[src/rtl/rv_elastic_buffer.sv]
// ---------------------------------------------------------------------------
// rv_elastic_buffer
//   Parametrised ready/valid elastic buffer between a streaming source and
//   sink on a single clock. DEPTH-entry circular store with registered
//   handshake flags, an occupancy count, an almost-full flag, a synchronous
//   flush and a sticky high-water mark. Every output is driven from flops
//   (dat_o through the storage read mux only), so there is no combinational
//   path from either side of the buffer to the other.
//
// Ports
//   clk           in   clock, all state updates on the rising edge
//   arst          in   asynchronous active-high reset
//   flush         in   synchronous discard of all stored words
//   valid_i       in   source word valid
//   dat_i         in   source word [WIDTH]
//   ready_i       out  buffer can accept a word (registered)
//   valid_o       out  head word valid (registered)
//   dat_o         out  head word [WIDTH]
//   ready_o       in   sink accepts head word
//   count_o       out  occupancy 0..DEPTH [CW] (registered)
//   almost_full_o out  count_o >= AF_LEVEL (registered)
//   max_count_o   out  sticky high-water mark of count_o [CW]
// ---------------------------------------------------------------------------
module rv_elastic_buffer #(
    parameter int WIDTH    = 16,
    parameter int DEPTH    = 4,
    parameter int AF_LEVEL = DEPTH - 1,
    parameter int CW       = $clog2(DEPTH + 1)
) (
    input  logic             clk,
    input  logic             arst,
    input  logic             flush,
    input  logic             valid_i,
    input  logic [WIDTH-1:0] dat_i,
    output logic             ready_i,
    output logic             valid_o,
    output logic [WIDTH-1:0] dat_o,
    input  logic             ready_o,
    output logic [CW-1:0]    count_o,
    output logic             almost_full_o,
    output logic [CW-1:0]    max_count_o
);

    localparam int PW = $clog2(DEPTH);

    localparam logic [CW-1:0] DEPTH_C = CW'(DEPTH);
    localparam logic [CW-1:0] AF_C    = CW'(AF_LEVEL);
    localparam logic [CW-1:0] ONE_C   = CW'(1);
    localparam logic [PW-1:0] LAST_P  = PW'(DEPTH - 1);
    localparam logic [PW-1:0] ONE_P   = PW'(1);

    logic [PW-1:0]    wr_q, wr_d;
    logic [PW-1:0]    rd_q, rd_d;
    logic [CW-1:0]    count_q, count_d;
    logic [CW-1:0]    max_q, max_d;
    logic             valid_q, ready_q, af_q;
    logic [WIDTH-1:0] mem_q [DEPTH];
    logic [DEPTH-1:0] we;

    logic push, pop;

    // Handshakes are qualified only by registered flags, keeping both
    // boundaries free of combinational feed-through.
    assign push = valid_i & ready_q;
    assign pop  = valid_q & ready_o;

    // Per-entry write enables; a push in a flush cycle is dropped.
    for (genvar gi = 0; gi < DEPTH; gi++) begin : g_we
        assign we[gi] = push & ~flush & (wr_q == PW'(gi));
    end

    always_comb begin
        wr_d    = wr_q;
        rd_d    = rd_q;
        count_d = count_q;

        // Explicit wrap compare so DEPTH need not be a power of two.
        if (push) wr_d = (wr_q == LAST_P) ? '0 : wr_q + ONE_P;
        if (pop)  rd_d = (rd_q == LAST_P) ? '0 : rd_q + ONE_P;

        if (push && !pop)      count_d = count_q + ONE_C;
        else if (pop && !push) count_d = count_q - ONE_C;

        if (flush) begin
            wr_d    = '0;
            rd_d    = '0;
            count_d = '0;
        end

        if (flush)                max_d = '0;
        else if (count_d > max_q) max_d = count_d;
        else                      max_d = max_q;
    end

    always_ff @(posedge clk or posedge arst) begin
        if (arst) begin
            wr_q    <= '0;
            rd_q    <= '0;
            count_q <= '0;
            max_q   <= '0;
            valid_q <= 1'b0;
            ready_q <= 1'b0;
            af_q    <= 1'b0;
        end else begin
            wr_q    <= wr_d;
            rd_q    <= rd_d;
            count_q <= count_d;
            max_q   <= max_d;
            // Flags are computed from the next occupancy so they are
            // correct in the cycle right after the edge.
            valid_q <= (count_d != '0);
            ready_q <= (count_d < DEPTH_C);
            af_q    <= (count_d >= AF_C);
        end
    end

    always_ff @(posedge clk or posedge arst) begin
        if (arst) begin
            for (int i = 0; i < DEPTH; i++) mem_q[i] <= '0;
        end else begin
            for (int i = 0; i < DEPTH; i++) begin
                if (we[i]) mem_q[i] <= dat_i;
            end
        end
    end

    assign ready_i       = ready_q;
    assign valid_o       = valid_q;
    assign dat_o         = mem_q[rd_q];
    assign count_o       = count_q;
    assign almost_full_o = af_q;
    assign max_count_o   = max_q;

`ifndef SYNTHESIS
    int ptr_diff;
    always_comb begin
        if (wr_q >= rd_q) ptr_diff = int'(wr_q) - int'(rd_q);
        else              ptr_diff = int'(wr_q) + DEPTH - int'(rd_q);
    end

    always_ff @(posedge clk) begin
        if (!arst) begin
            assert (!(push && count_q == DEPTH_C))
                else $error("rv_elastic_buffer: push while full");
            assert (!(pop && count_q == '0))
                else $error("rv_elastic_buffer: pop while empty");
            // Equal pointers mean empty or full; count disambiguates.
            assert ((count_q == DEPTH_C) ? (ptr_diff == 0) : (ptr_diff == int'(count_q)))
                else $error("rv_elastic_buffer: count/pointer disagreement");
        end
    end
`endif

endmodule

[config.mk]
export PLATFORM = sky130hd
export DESIGN_NAME = rv_elastic_buffer
export DESIGN_NICKNAME = d
export VERILOG_FILES = /design/src/rtl/rv_elastic_buffer.sv
export SDC_FILE = /design/constraint.sdc
export NUM_CORES = 1
export LEC_CHECK = 0
export ABC_AREA = 1
export CAP_MARGIN = 20
export CORE_UTILIZATION = 50
export DETAILED_ROUTE_END_ITERATION = 10
export GPL_TIMING_DRIVEN = 0
export PLACE_DENSITY = 0.77
export SLEW_MARGIN = 15
export SYNTH_ARGS = -nofsm -noshare
export SYNTH_HDL_FRONTEND = slang
export SYNTH_SLANG_ARGS = --single-unit
[constraint.sdc]
create_clock -name clk -period 6.2 [get_ports clk]
set_input_delay 1.24 -clock clk [delete_from_list [all_inputs] [get_ports clk]]
set_output_delay 1.24 -clock clk [all_outputs]
set_load 0.01 [all_outputs]
==> summary.md <==
| Metric | Value |
|---|---|
| Outcome | `finished, final reports clean` |
| Max stage delay on crit path | `roughly 0.58 ns` |
| Max cap viols | `0` |
| Net count after synthesis | `435` |
| Total length of routed wires | `between 9000 and 10,000 µm` |
| Global placer's final weighted congestion | `0.797` |
| Number of max-slew violations in the final report | `0` |
| Clk Latency, worst-skew pair | `0.36 ns` |
| Width of the die | `roughly 86 µm` |
| Commonest cells after routing, fill and taps aside | `sky130_fd_sc_hd__o21ai_0 (83), sky130_fd_sc_hd__nand2_1 (79), sky130_fd_sc_hd__dfrtp_1 (77), sky130_fd_sc_hd__clkdlybuf4s50_1 (45), sky130_fd_sc_hd__nor2_1 (40)` |
| Fmax | `261 MHz` |
| Crit-path cells | `inv_1 -> clkbuf_1 -> o21ai_0 -> o22ai_1 -> clkdlybuf4s50_1` |
| Number of search-and-repair iterations in the first detailed-routing pass | `5` |
| WL/cell | `16.0 µm` |
| Fin Setup TNS | `0 ns` |
| Setup Viol. Count Final | `0` |
| Placed instance count | `approximately 550` |
| Vias after detailed routing | `just over 3,000` |
| Post-DP HPWL | `a little under 6000 µm` |
| Combined global-route utilization of all metal layers | `0.267` |
| Peak VDD IR | `~0.24 mV` |
| Clock Sink Count | `77` |
| Setup repair after global routing missed its margin | `false` |
| Yosys cell types | `24` |
| Area of the die | `7360 µm²` |
| Antenna-violating nets left | `0` |
| Data arrival at the endpoint of the critical path | `2.59 ns` |
| Number of top-level pins | `46` |
| Critical Path Sink Type | `primary output` |
| Worst reg2reg setup slack | `between 4 and 5 ns` |
| Wire length of the first global-routing pass | `14,700 µm` |
| Iteration-0 DRC count of the detailed router | `208` |
| Clock Skew | `0.00484 ns` |
| Cell area after synthesis | `~3500 µm²` |
| Area growth, synth to finish | `23.5%` |
| Average footprint of a synthesized cell | `8.67 µm²` |
| Period utilization | `0.618` |
| Layout Cells excl Fill | `between 500 and 600` |
| Number of endpoints with negative hold slack in the final report | `0` |
| Sequential area share after synthesis | `0.549` |
| Final worst-path setup slack | `around 2.4 ns` |
| Cell type of the slowest stage on the worst timing path | `sky130_fd_sc_hd__clkdlybuf4s50_1` |
| Die Ht | `85.8 µm` |
| Largest buffer count on any clock path | `2` |
| Tmin final | `3.83 ns` |
| Count of flip-flops with a built-in enable after synthesis | `0` |
| Post-synthesis instance total | `405` |
| Most used DFF post-synth | `sky130_fd_sc_hd__dfrtp_1` |
| Number of global-route vias before repair | `3,024` |
| Sequential cell area in the final layout | `approximately 1900 µm²` |
| Worst min-delay path class | `register to register` |
| Multi-input combinational cell area | `1380 µm²` |
| Transition time at the pin with the least slew margin | `0.690 ns` |
| Number of antenna repair diodes | `0` |
| Core footprint | `6790 µm²` |
| Fill cell instance count of the final layout | `between 500 and 600` |
| FP Rows | `30` |
| Starting Density | `0.517` |
| PwrDens | `approximately 450 nW/µm²` |
| Number of storage elements in the synthesis netlist | `77` |
| IO buf count | `45` |
| Most frequent standard cell in the layout excluding fill and tap cells | `sky130_fd_sc_hd__o21ai_0` |
| Number of hold buffers added after cts | `0` |
| Maximum number of pins on one net before global-route repair | `50` |
| Category of the critical setup timing path | `register to primary output` |
| Total clock buffers created by CTS | `9` |
| Number of warning messages in the yosys log | `0` |
| Via-to-Cell Ratio | `5.50` |
| Post-CTS clock slew at the launch and capture registers of the worst setup and hold paths | `0.08 ns` |
| Layout Nets | `492` |
| Final Util | `0.638` |
| Share of final-layout standard cells stronger than drive strength 1 | `0.0707` |
| Buffer count from post-CTS setup fixing | `0` |
| Number of antenna violations at the first check in global routing | `0` |
| Worst slack, placed | `2.77 ns` |
| Number of DRC violations after detailed routing | `0` |
| Worst slew margin relative to its limit | `0.540` |
| Overflow left after global routing | `0` |
| Number of resized instances in the post-cts repair step | `0` |
| Leakage power | `2.04 nW` |
| CTS tree | `built` |
| Buffer cell driving the clock tree root | `sky130_fd_sc_hd__clkbuf_8` |
| Fraction of synthesis flops using an asynchronous set or reset pin | `1.00` |
| Required time at the endpoint of the critical path | `4.96 ns` |
| CTS HTree Levels | `3` |
| Critical Path Start Type | `register` |
| Largest fanout on the critical path | `10` |
[area by class of cell]
type	instances	share of cell area
repair buffers	46	0.110
clock inverters	4	0.0162
plain buffers	21	0.0182
multi-input cells	274	0.319
well taps	96	0.0277
clock buffers	12	0.0358
flip-flops and latches	77	0.444
inverters	33	0.0291
[path summary, 6_finish.rpt]
kind,to,cells past startpoint,from
worst min register to register,mem_q[17],2,mem_q[17]
worst min-delay path,mem_q[17],2,mem_q[17]
min in group asynchronous,mem_q[50],2,arst
worst max register to register,max_count_o[0],12,count_o[0]
max in group asynchronous,mem_q[63],3,arst
worst max-delay path,dat_o[2],5,rd_q[1]
[Yosys cell counts (3+ instances only)]
library cell | number | area share
sky130_fd_sc_hd__clkbuf_1 | 21 | 0.022
sky130_fd_sc_hd__dfrtp_1 | 77 | 0.55
sky130_fd_sc_hd__ha_1 | 9 | 0.032
sky130_fd_sc_hd__inv_1 | 30 | 0.032
sky130_fd_sc_hd__inv_2 | 3 | 0.0032
sky130_fd_sc_hd__nand2_1 | 79 | 0.084
sky130_fd_sc_hd__nand2_2 | 4 | 0.0071
sky130_fd_sc_hd__nand3_1 | 6 | 0.0086
sky130_fd_sc_hd__nand4_1 | 4 | 0.0071
sky130_fd_sc_hd__nor2_1 | 40 | 0.043
sky130_fd_sc_hd__o21ai_0 | 83 | 0.12
sky130_fd_sc_hd__o21ai_1 | 18 | 0.026
sky130_fd_sc_hd__o22ai_1 | 16 | 0.029
[metal layers]
metal	vias to the layer above	share of wire	wire length, µm	track usage
li1	1453	-	-	-
met1	1485	0.42	3810	0.356
met2	136	0.47	4250	0.423
met3	20	0.082	740	0.0510
met4	0	0.025	225	0.130
met5	-	0	0	0
[report_power, final]
group / internal (mW) / switching, mW / leakage, nW
Combinational: 0.328 / 0.389 / 0.937
Sequential: 0.689 / 0.107 / 0.990
Clock: 0.247 / 0.184 / 0.116
[critical path, delay by kind of cell, from the launching register on]
family | cells | cell delay [ns]
buf+inv | 3 | 1.32
flops | 1 | 0.50
compound gates | 2 | 0.41
[sequential cells by signal, summed over array words and instances (netlist names)]
register / count
valid_o: 1
mem_q: 64
ready_i: 1
wr_q: 2
max_count_o: 3
rd_q: 2
almost_full_o: 1
count_o: 3
[logic make-up after synthesis]
| logic type | synth area share |
|---|---|
| xor gates and xnor gates | 0.00249 |
| AOI/OAI and AO/OA | 0.182 |
| buffers and inverters | 0.0577 |
| adders and majority gates | 0.0321 |
| DFF | 0.549 |
| and+or+nand+nor | 0.177 |
[through the flow]
step                      area (µm²)  power [mW]  hold WS [ns]
after floorplan                 3510        1.21         0.448
after global placement          4080        1.48         0.462
after detailed placement        4110        1.51         0.467
after CTS                       4340        1.94         0.486
after global routing            4340        2.07         0.510
final                           4340        1.95         0.486
Power figures use the tool's default switching activity.
